### src/rtl/weight_pkg.sv
// Shared weight-path definitions: default widths, word size helper
// and the fetcher FSM encoding, also used by the weight buffer.
package weight_pkg;

    localparam int WF_DAT_WIDTH   = 8;
    localparam int WF_NUM_KERNEL  = 4;
    localparam int WF_NUM_CHANNEL = 3;
    localparam int WF_NUM_RDATA   = 3;
    localparam int WF_ADDR_WIDTH  = 16;
    localparam int WF_GRP_WIDTH   = 16;

    // Bits in one per-kernel word (all channels of one position)
    function automatic int wf_word_w(input int dat_w, input int n_ch);
        return dat_w * n_ch;
    endfunction

    localparam int WF_W = wf_word_w(WF_DAT_WIDTH, WF_NUM_CHANNEL);

    typedef enum logic [2:0] {
        ST_IDLE,
        ST_FETCH,
        ST_DRAIN,
        ST_WAIT_REQ,
        ST_DONE
    } wf_state_e;

endpackage

### src/rtl/weight_fetch_outreg.sv
// Per-kernel output register: captures one kernel slice of a read
// word when the read is valid and the kernel is enabled.
module weight_fetch_outreg #(
    parameter int W = 24
) (
    input  logic         clk,
    input  logic         rst,
    input  logic         rd_vld_i,
    input  logic         en_i,
    input  logic [W-1:0] rd_data_i,
    output logic [W-1:0] data_o,
    output logic         val_o
);

    logic         cap;
    logic [W-1:0] data_q;
    logic         val_q;

    assign cap = rd_vld_i & en_i;

    // Load on masked valid read; data holds otherwise, val is a pulse
    always_ff @(posedge clk) begin
        if (rst) begin
            data_q <= '0;
            val_q  <= 1'b0;
        end else begin
            val_q <= cap;
            if (cap) begin
                data_q <= rd_data_i;
            end
        end
    end

    assign data_o = data_q;
    assign val_o  = val_q;

endmodule

### src/rtl/weight_fetcher.sv
// Weight fetcher: reads NUM_RDATA memory words per group and hands
// each kernel slice to the weight buffer, one group per consumer req.
module weight_fetcher
    import weight_pkg::*;
#(
    parameter int DAT_WIDTH   = WF_DAT_WIDTH,
    parameter int NUM_KERNEL  = WF_NUM_KERNEL,
    parameter int NUM_CHANNEL = WF_NUM_CHANNEL,
    parameter int NUM_RDATA   = WF_NUM_RDATA,
    parameter int ADDR_WIDTH  = WF_ADDR_WIDTH,
    parameter int GRP_WIDTH   = WF_GRP_WIDTH,
    localparam int W = DAT_WIDTH * NUM_CHANNEL
) (
    input  logic                    clk,
    input  logic                    rst,
    input  logic                    i_start,
    input  logic [ADDR_WIDTH-1:0]   i_base_addr,
    input  logic [GRP_WIDTH-1:0]    i_num_groups,
    input  logic [NUM_KERNEL-1:0]   i_kn_mask,
    output logic                    o_mem_en,
    output logic [ADDR_WIDTH-1:0]   o_mem_addr,
    input  logic [W*NUM_KERNEL-1:0] i_mem_data,
    output logic [W-1:0]            o_data_kn0,
    output logic [W-1:0]            o_data_kn1,
    output logic [W-1:0]            o_data_kn2,
    output logic [W-1:0]            o_data_kn3,
    output logic                    o_data_kn0_val,
    output logic                    o_data_kn1_val,
    output logic                    o_data_kn2_val,
    output logic                    o_data_kn3_val,
    input  logic                    i_data_req,
    output logic                    o_busy,
    output logic                    o_done,
    output logic                    o_err
);

    localparam int CW = (NUM_RDATA > 1) ? $clog2(NUM_RDATA) : 1;

    wf_state_e             state_q, state_d;
    logic [ADDR_WIDTH-1:0] addr_q, addr_d;
    logic [GRP_WIDTH-1:0]  ngrp_q, ngrp_d;
    logic [GRP_WIDTH-1:0]  grp_q, grp_d;
    logic [GRP_WIDTH-1:0]  grp_inc;
    logic [NUM_KERNEL-1:0] mask_q, mask_d;
    logic [CW-1:0]         cnt_q, cnt_d;
    logic                  err_q, err_d;
    logic                  done_q, done_d;
    logic                  rd_vld_q;
    logic                  mem_en;

    assign grp_inc = grp_q + GRP_WIDTH'(1);

    // Next-state, fetch sequencing and error/done decode
    always_comb begin
        state_d = state_q;
        addr_d  = addr_q;
        ngrp_d  = ngrp_q;
        grp_d   = grp_q;
        mask_d  = mask_q;
        cnt_d   = cnt_q;
        err_d   = err_q;
        done_d  = 1'b0;
        mem_en  = 1'b0;
        unique case (state_q)
            ST_IDLE: begin
                if (i_start) begin
                    addr_d  = i_base_addr;
                    ngrp_d  = i_num_groups;
                    mask_d  = i_kn_mask;
                    grp_d   = '0;
                    cnt_d   = '0;
                    err_d   = 1'b0;
                    state_d = (i_num_groups != '0) ? ST_FETCH : ST_DONE;
                end
            end
            ST_FETCH: begin
                mem_en = 1'b1;
                addr_d = addr_q + ADDR_WIDTH'(1);
                if (i_data_req) begin
                    err_d = 1'b1;
                end
                if (cnt_q == CW'(NUM_RDATA - 1)) begin
                    cnt_d   = '0;
                    state_d = ST_DRAIN;
                end else begin
                    cnt_d = cnt_q + CW'(1);
                end
            end
            ST_DRAIN: begin
                if (i_data_req) begin
                    err_d = 1'b1;
                end
                if (rd_vld_q) begin
                    state_d = ST_WAIT_REQ;
                end
            end
            ST_WAIT_REQ: begin
                if (i_data_req) begin
                    grp_d   = grp_inc;
                    state_d = (grp_inc == ngrp_q) ? ST_DONE : ST_FETCH;
                end
            end
            ST_DONE: begin
                done_d  = 1'b1;
                state_d = ST_IDLE;
            end
            default: begin
                state_d = ST_IDLE;
            end
        endcase
    end

    // State, latched job parameters and read-valid pipeline
    always_ff @(posedge clk) begin
        if (rst) begin
            state_q  <= ST_IDLE;
            addr_q   <= '0;
            ngrp_q   <= '0;
            grp_q    <= '0;
            mask_q   <= '0;
            cnt_q    <= '0;
            err_q    <= 1'b0;
            done_q   <= 1'b0;
            rd_vld_q <= 1'b0;
        end else begin
            state_q  <= state_d;
            addr_q   <= addr_d;
            ngrp_q   <= ngrp_d;
            grp_q    <= grp_d;
            mask_q   <= mask_d;
            cnt_q    <= cnt_d;
            err_q    <= err_d;
            done_q   <= done_d;
            rd_vld_q <= mem_en;
        end
    end

    logic [W-1:0]          kn_data [NUM_KERNEL];
    logic [NUM_KERNEL-1:0] kn_val;

    for (genvar k = 0; k < NUM_KERNEL; k++) begin : g_kn
        weight_fetch_outreg #(
            .W (W)
        ) u_outreg (
            .clk       (clk),
            .rst       (rst),
            .rd_vld_i  (rd_vld_q),
            .en_i      (mask_q[k]),
            .rd_data_i (i_mem_data[W*k +: W]),
            .data_o    (kn_data[k]),
            .val_o     (kn_val[k])
        );
    end

    assign o_mem_en       = mem_en;
    assign o_mem_addr     = addr_q;
    assign o_busy         = (state_q != ST_IDLE);
    assign o_done         = done_q;
    assign o_err          = err_q;
    assign o_data_kn0     = kn_data[0];
    assign o_data_kn1     = kn_data[1];
    assign o_data_kn2     = kn_data[2];
    assign o_data_kn3     = kn_data[3];
    assign o_data_kn0_val = kn_val[0];
    assign o_data_kn1_val = kn_val[1];
    assign o_data_kn2_val = kn_val[2];
    assign o_data_kn3_val = kn_val[3];

endmodule

### config.mk
export PLATFORM = sky130hd
export DESIGN_NAME = weight_fetcher
export DESIGN_NICKNAME = d
export VERILOG_FILES = /design/src/rtl/weight_pkg.sv /design/src/rtl/weight_fetch_outreg.sv /design/src/rtl/weight_fetcher.sv
export SDC_FILE = /design/constraint.sdc
export NUM_CORES = 1
export LEC_CHECK = 0
export ABC_CLOCK_PERIOD_IN_PS = 2350
export CORE_ASPECT_RATIO = 0.5
export CORE_UTILIZATION = 40
export CTS_BUF_LIST = sky130_fd_sc_hd__clkbuf_8
export DETAILED_ROUTE_END_ITERATION = 8
export HOLD_SLACK_MARGIN = 0.1
export PLACE_DENSITY = 0.77
export SETUP_SLACK_MARGIN = 0.5
export SLEW_MARGIN = 20
export SYNTH_ARGS = -nofsm -noshare
export SYNTH_HDL_FRONTEND = slang
export SYNTH_SLANG_ARGS = --single-unit
### constraint.sdc
create_clock -name clk -period 2.35 [get_ports clk]
set_input_delay 0.705 -clock clk [delete_from_list [all_inputs] [get_ports clk]]
set_output_delay 0.705 -clock clk [all_outputs]
set_load 0.02 [all_outputs]
==> summary.md <==
| Metric | Value |
|---|---|
| Port-buffer cells | 255 |
| Worst path arrival time | 2.49 ns |
| Worst vdd ir | 0.000434 V |
| Layout Area Growth over Synthesis | 49.2% |
| All-Layer GR Usage | 24.3% |
| Clk buf depth | 2 |
| Drt initial violations | 421 |
| Highest routed layer | met4 |
| Hold Vio Cnt, Final | 0 |
| Placed cell count | 1319 |
| Routed WL | 21.5 mm |
| Placement Rows | 32 |
| Worst Hold Class | register to register |
| Status | finished, final reports clean |
| Startpoint Class | register |
| Initial Utilization | 42.0% |
| Dominant synthesized flop cell | dfxtp_1 |
| Detail Placement HPWL | 15.1 mm |
| Die width | 184 um |
| Core box area | 15800 um2 |
| Actual slew at the worst max-slew pin | 0.868 ns |
| Wire per inst | 15.7 um |
| Die Area | 17200 um2 |
| First-pass GRT wire length | 33.1 mm |
| Crit path max-delay cell type | or4_4 |
| Crit path kind | register to register |
| Detail Route Antenna Nets | 0 |
| N_diodes | 0 |
| Via count | 7104 |
| Crit-path cells | ha_4 > nand3_4 > nor2_4 > and3_4 > a221o_1 > or4_4 > o211ai_1 > o31ai_1 |
| Worst skew pair latency | 0.44 ns |
| Number of enable flip-flop cells after synthesis | 0 |
| Final Instance Count excl. Fillers | 1369 |
| TritonCTS clock tree | done |
| Initial DRT Pass Iterations | 5 |
| Clk Tree Root Cell | clkbuf_8 |
| Initial antenna violation count | 0 |
| CP delay by family, top | simple AND/OR/NAND/NOR gates |
| RSZ-0062 raised after global routing | yes |
| Hold Buf Count CTS | 0 |
| Skew final | 0.0143 ns |
| Commonest cells after routing, fill and taps aside | 268 x nand2_1, 153 x a21oi_1, 137 x dfxtp_1, 133 x clkdlybuf4s50_1, 69 x clkbuf_2 |
| Yosys cell types | 53 |
| Mapped Area | 6640 um2 |
| Minimum clock period | 2.18 ns |
| Met2 WL | 10.9 mm |
| Die H | 93.1 um |
| CP peak stage delay | 0.47 ns |
| DRC viols | 0 |
| Clock slew at reported path FFs | 0.09 ns |
| Mapped Nets | 1007 |
| Max Clock Freq | 458 MHz |
| Fraction of layout cells with a size suffix above 1 | 20.2% |
| Fin crit share | 92.9% |
| CP max FO | 6 |
| Synth Warn # | 0 |
| Post-DR vias/cell | 5.19 |
| Pwr dens | 592 nW/um2 |
| Leading cell type in the layout, fill and taps excluded | nand2_1 |
| Gpl congestion | 0.874 |
| Bufs and invs on worst path | 0 |
| Sequential-to-total area share from yosys stat | 48.2% |
| Final setup violation count | 0 |
| Gr ovfl total | 0 |
| Max Slew Vio Count | 0 |
| Flops & latches, synth | 160 |
| Num CTS Buffers | 17 |
| Slew headroom | 42.0% |
| Clk sink count | 160 |
| Max-cap check violation count | 0 |
| Vias in the first global route | 6780 |
| Pin count of the biggest net entering global routing | 53 |
| Setup TNS | 0 ns |
| H-tree levels | 4 |
| Routed met1 length | 8.81 mm |
| Cells after synthesis | 869 |
| Pleak | 3.77 nW |
| I/O pin cnt | 256 |
| Fin nets | 1273 |
| Met3 wire length | 1.06 mm |
| Async SR Flop Fraction | 0% |
| CP Data Required Time | 2.66 ns |
| Syn Area/Cell | 7.65 um2 |
| Crit end category | register |
==> worst register-to-register path: cells and delay by family, from the launching register on <==
| kind | cells | cell delay [ns] |
|---|---|---|
| AO/OA/AOI/OAI | 3 | 0.65 |
| adder cells (fa/ha/maj) | 1 | 0.19 |
| flip-flops | 1 | 0.38 |
| AND/OR/NAND/NOR | 4 | 0.83 |
==> what timing repair did <==
item / in CTS / in global routing
endpoints found under the setup margin: 128 / 114
gates cloned: 0 / 1
pin swaps: 6 / 3
buffers inserted: 10 / 7
resized for setup: 269 / 139
==> where the power goes <==
| group | switching, mW | leakage [nW] | total (mW) | internal [mW] |
|---|---|---|---|---|
| Combinational | 0.343 | 2.23 | 0.724 | 0.382 |
| Sequential | 0.0706 | 1.31 | 2.84 | 2.77 |
| Clock | 1.05 | 0.229 | 2.31 | 1.25 |
==> sequential cells by signal, summed over array words and instances (netlist names) <==
name                  flops
g_kn.u_outreg.data_o     96
grp_q                    16
ngrp_q                   16
o_mem_addr               16
g_kn.u_outreg.val_o       4
mask_q                    4
state_q                   3
cnt_q                     2
o_done                    1
o_err                     1
rd_vld_q                  1
==> logic make-up (layout without fill, tap and decap cells) <==
group,after synthesis,in the layout,share of synthesized area (%)
mux,1,1,0.151
flops,160,160,48.2
simple gates,411,411,26.6
fa+ha+maj,2,2,0.377
compound gates,204,204,16.9
buf+inv,68,347,4.67
xor+xnor,23,23,3.03
==> final timing paths <==
check / from / to / slack, ns / depth (start not counted)
setup / recovery: grp_q[1] / state_q[0] / 0.17 / 8
hold / removal: g_kn[1].u_outreg.data_o[8] / g_kn[1].u_outreg.data_o[8] / 0.45 / 2
setup reg to reg: grp_q[1] / state_q[0] / 0.17 / 8
hold reg to reg: g_kn[1].u_outreg.data_o[8] / g_kn[1].u_outreg.data_o[8] / 0.45 / 2
==> cell usage after synthesis (2+ instances only) <==
| cell type | count | area (um2) |
|---|---|---|
| nand4_1 | 11 | 68.8 |
| or3_1 | 2 | 12.5 |
| nand3b_1 | 3 | 22.5 |
| buf_6 | 3 | 33.8 |
| a21oi_1 | 155 | 776 |
| a311oi_1 | 5 | 43.8 |
| xor2_1 | 6 | 52.6 |
| a32oi_1 | 2 | 17.5 |
| nor4_1 | 12 | 75.1 |
| inv_1 | 4 | 15.0 |
| ha_1 | 2 | 25.0 |
| a221oi_1 | 2 | 17.5 |
| buf_2 | 2 | 10.0 |
| clkbuf_2 | 2 | 10.0 |
| nor3_1 | 16 | 80.1 |
| o211ai_1 | 4 | 30.0 |
| nand3_1 | 18 | 90.1 |
| xnor2_1 | 17 | 149 |
| a2bb2oi_1 | 3 | 26.3 |
| nor3b_1 | 2 | 15.0 |
| a22oi_1 | 3 | 22.5 |
| o21ai_0 | 16 | 80.1 |
| nor2_1 | 54 | 203 |
| or4_1 | 2 | 15.0 |
| clkbuf_1 | 52 | 195 |
| clkbuf_8 | 2 | 27.5 |
| and2_1 | 7 | 43.8 |
| dfxtp_1 | 160 | 3200 |
| a41oi_1 | 3 | 26.3 |
| and4_1 | 2 | 17.5 |
| nand2_1 | 269 | 1010 |
| and3_1 | 3 | 18.8 |
| buf_4 | 2 | 15.0 |
| a31oi_1 | 4 | 25.0 |
==> area by class of cell <==
cell class,instances,area (um2)
clock buffers,20,275
well taps,221,277
multi-input cells,641,3290
flip-flops and latches,160,3270
inverters,5,23.8
clock inverters,12,181
fillers,1388,5900
repair buffers,310,2600
==> per-layer routing <==
metal / track usage (%) / vias to the layer above
met5: 0 / -
met4: 10.4 / 0
met3: 5.69 / 56
met2: 42.7 / 236
met1: 28.4 / 3343
li1: - / 3469
==> stage by stage <==
step	instance area, um2	hold WS (ns)	util [%]	total power, mW	worst slack (ns)
2_1_floorplan	6750	0.445	-	3.19	0.351
3_3_place_gp	9560	0.440	60.4	3.60	0.0694
3_5_place_dp	9560	0.446	60.4	3.62	0.0270
4_1_cts	10100	0.455	63.8	5.89	0.245
5_1_grt	9910	0.475	62.7	6.11	0.110
6_report	9910	0.454	62.7	5.87	0.167
Power figures use the tool's default switching activity.
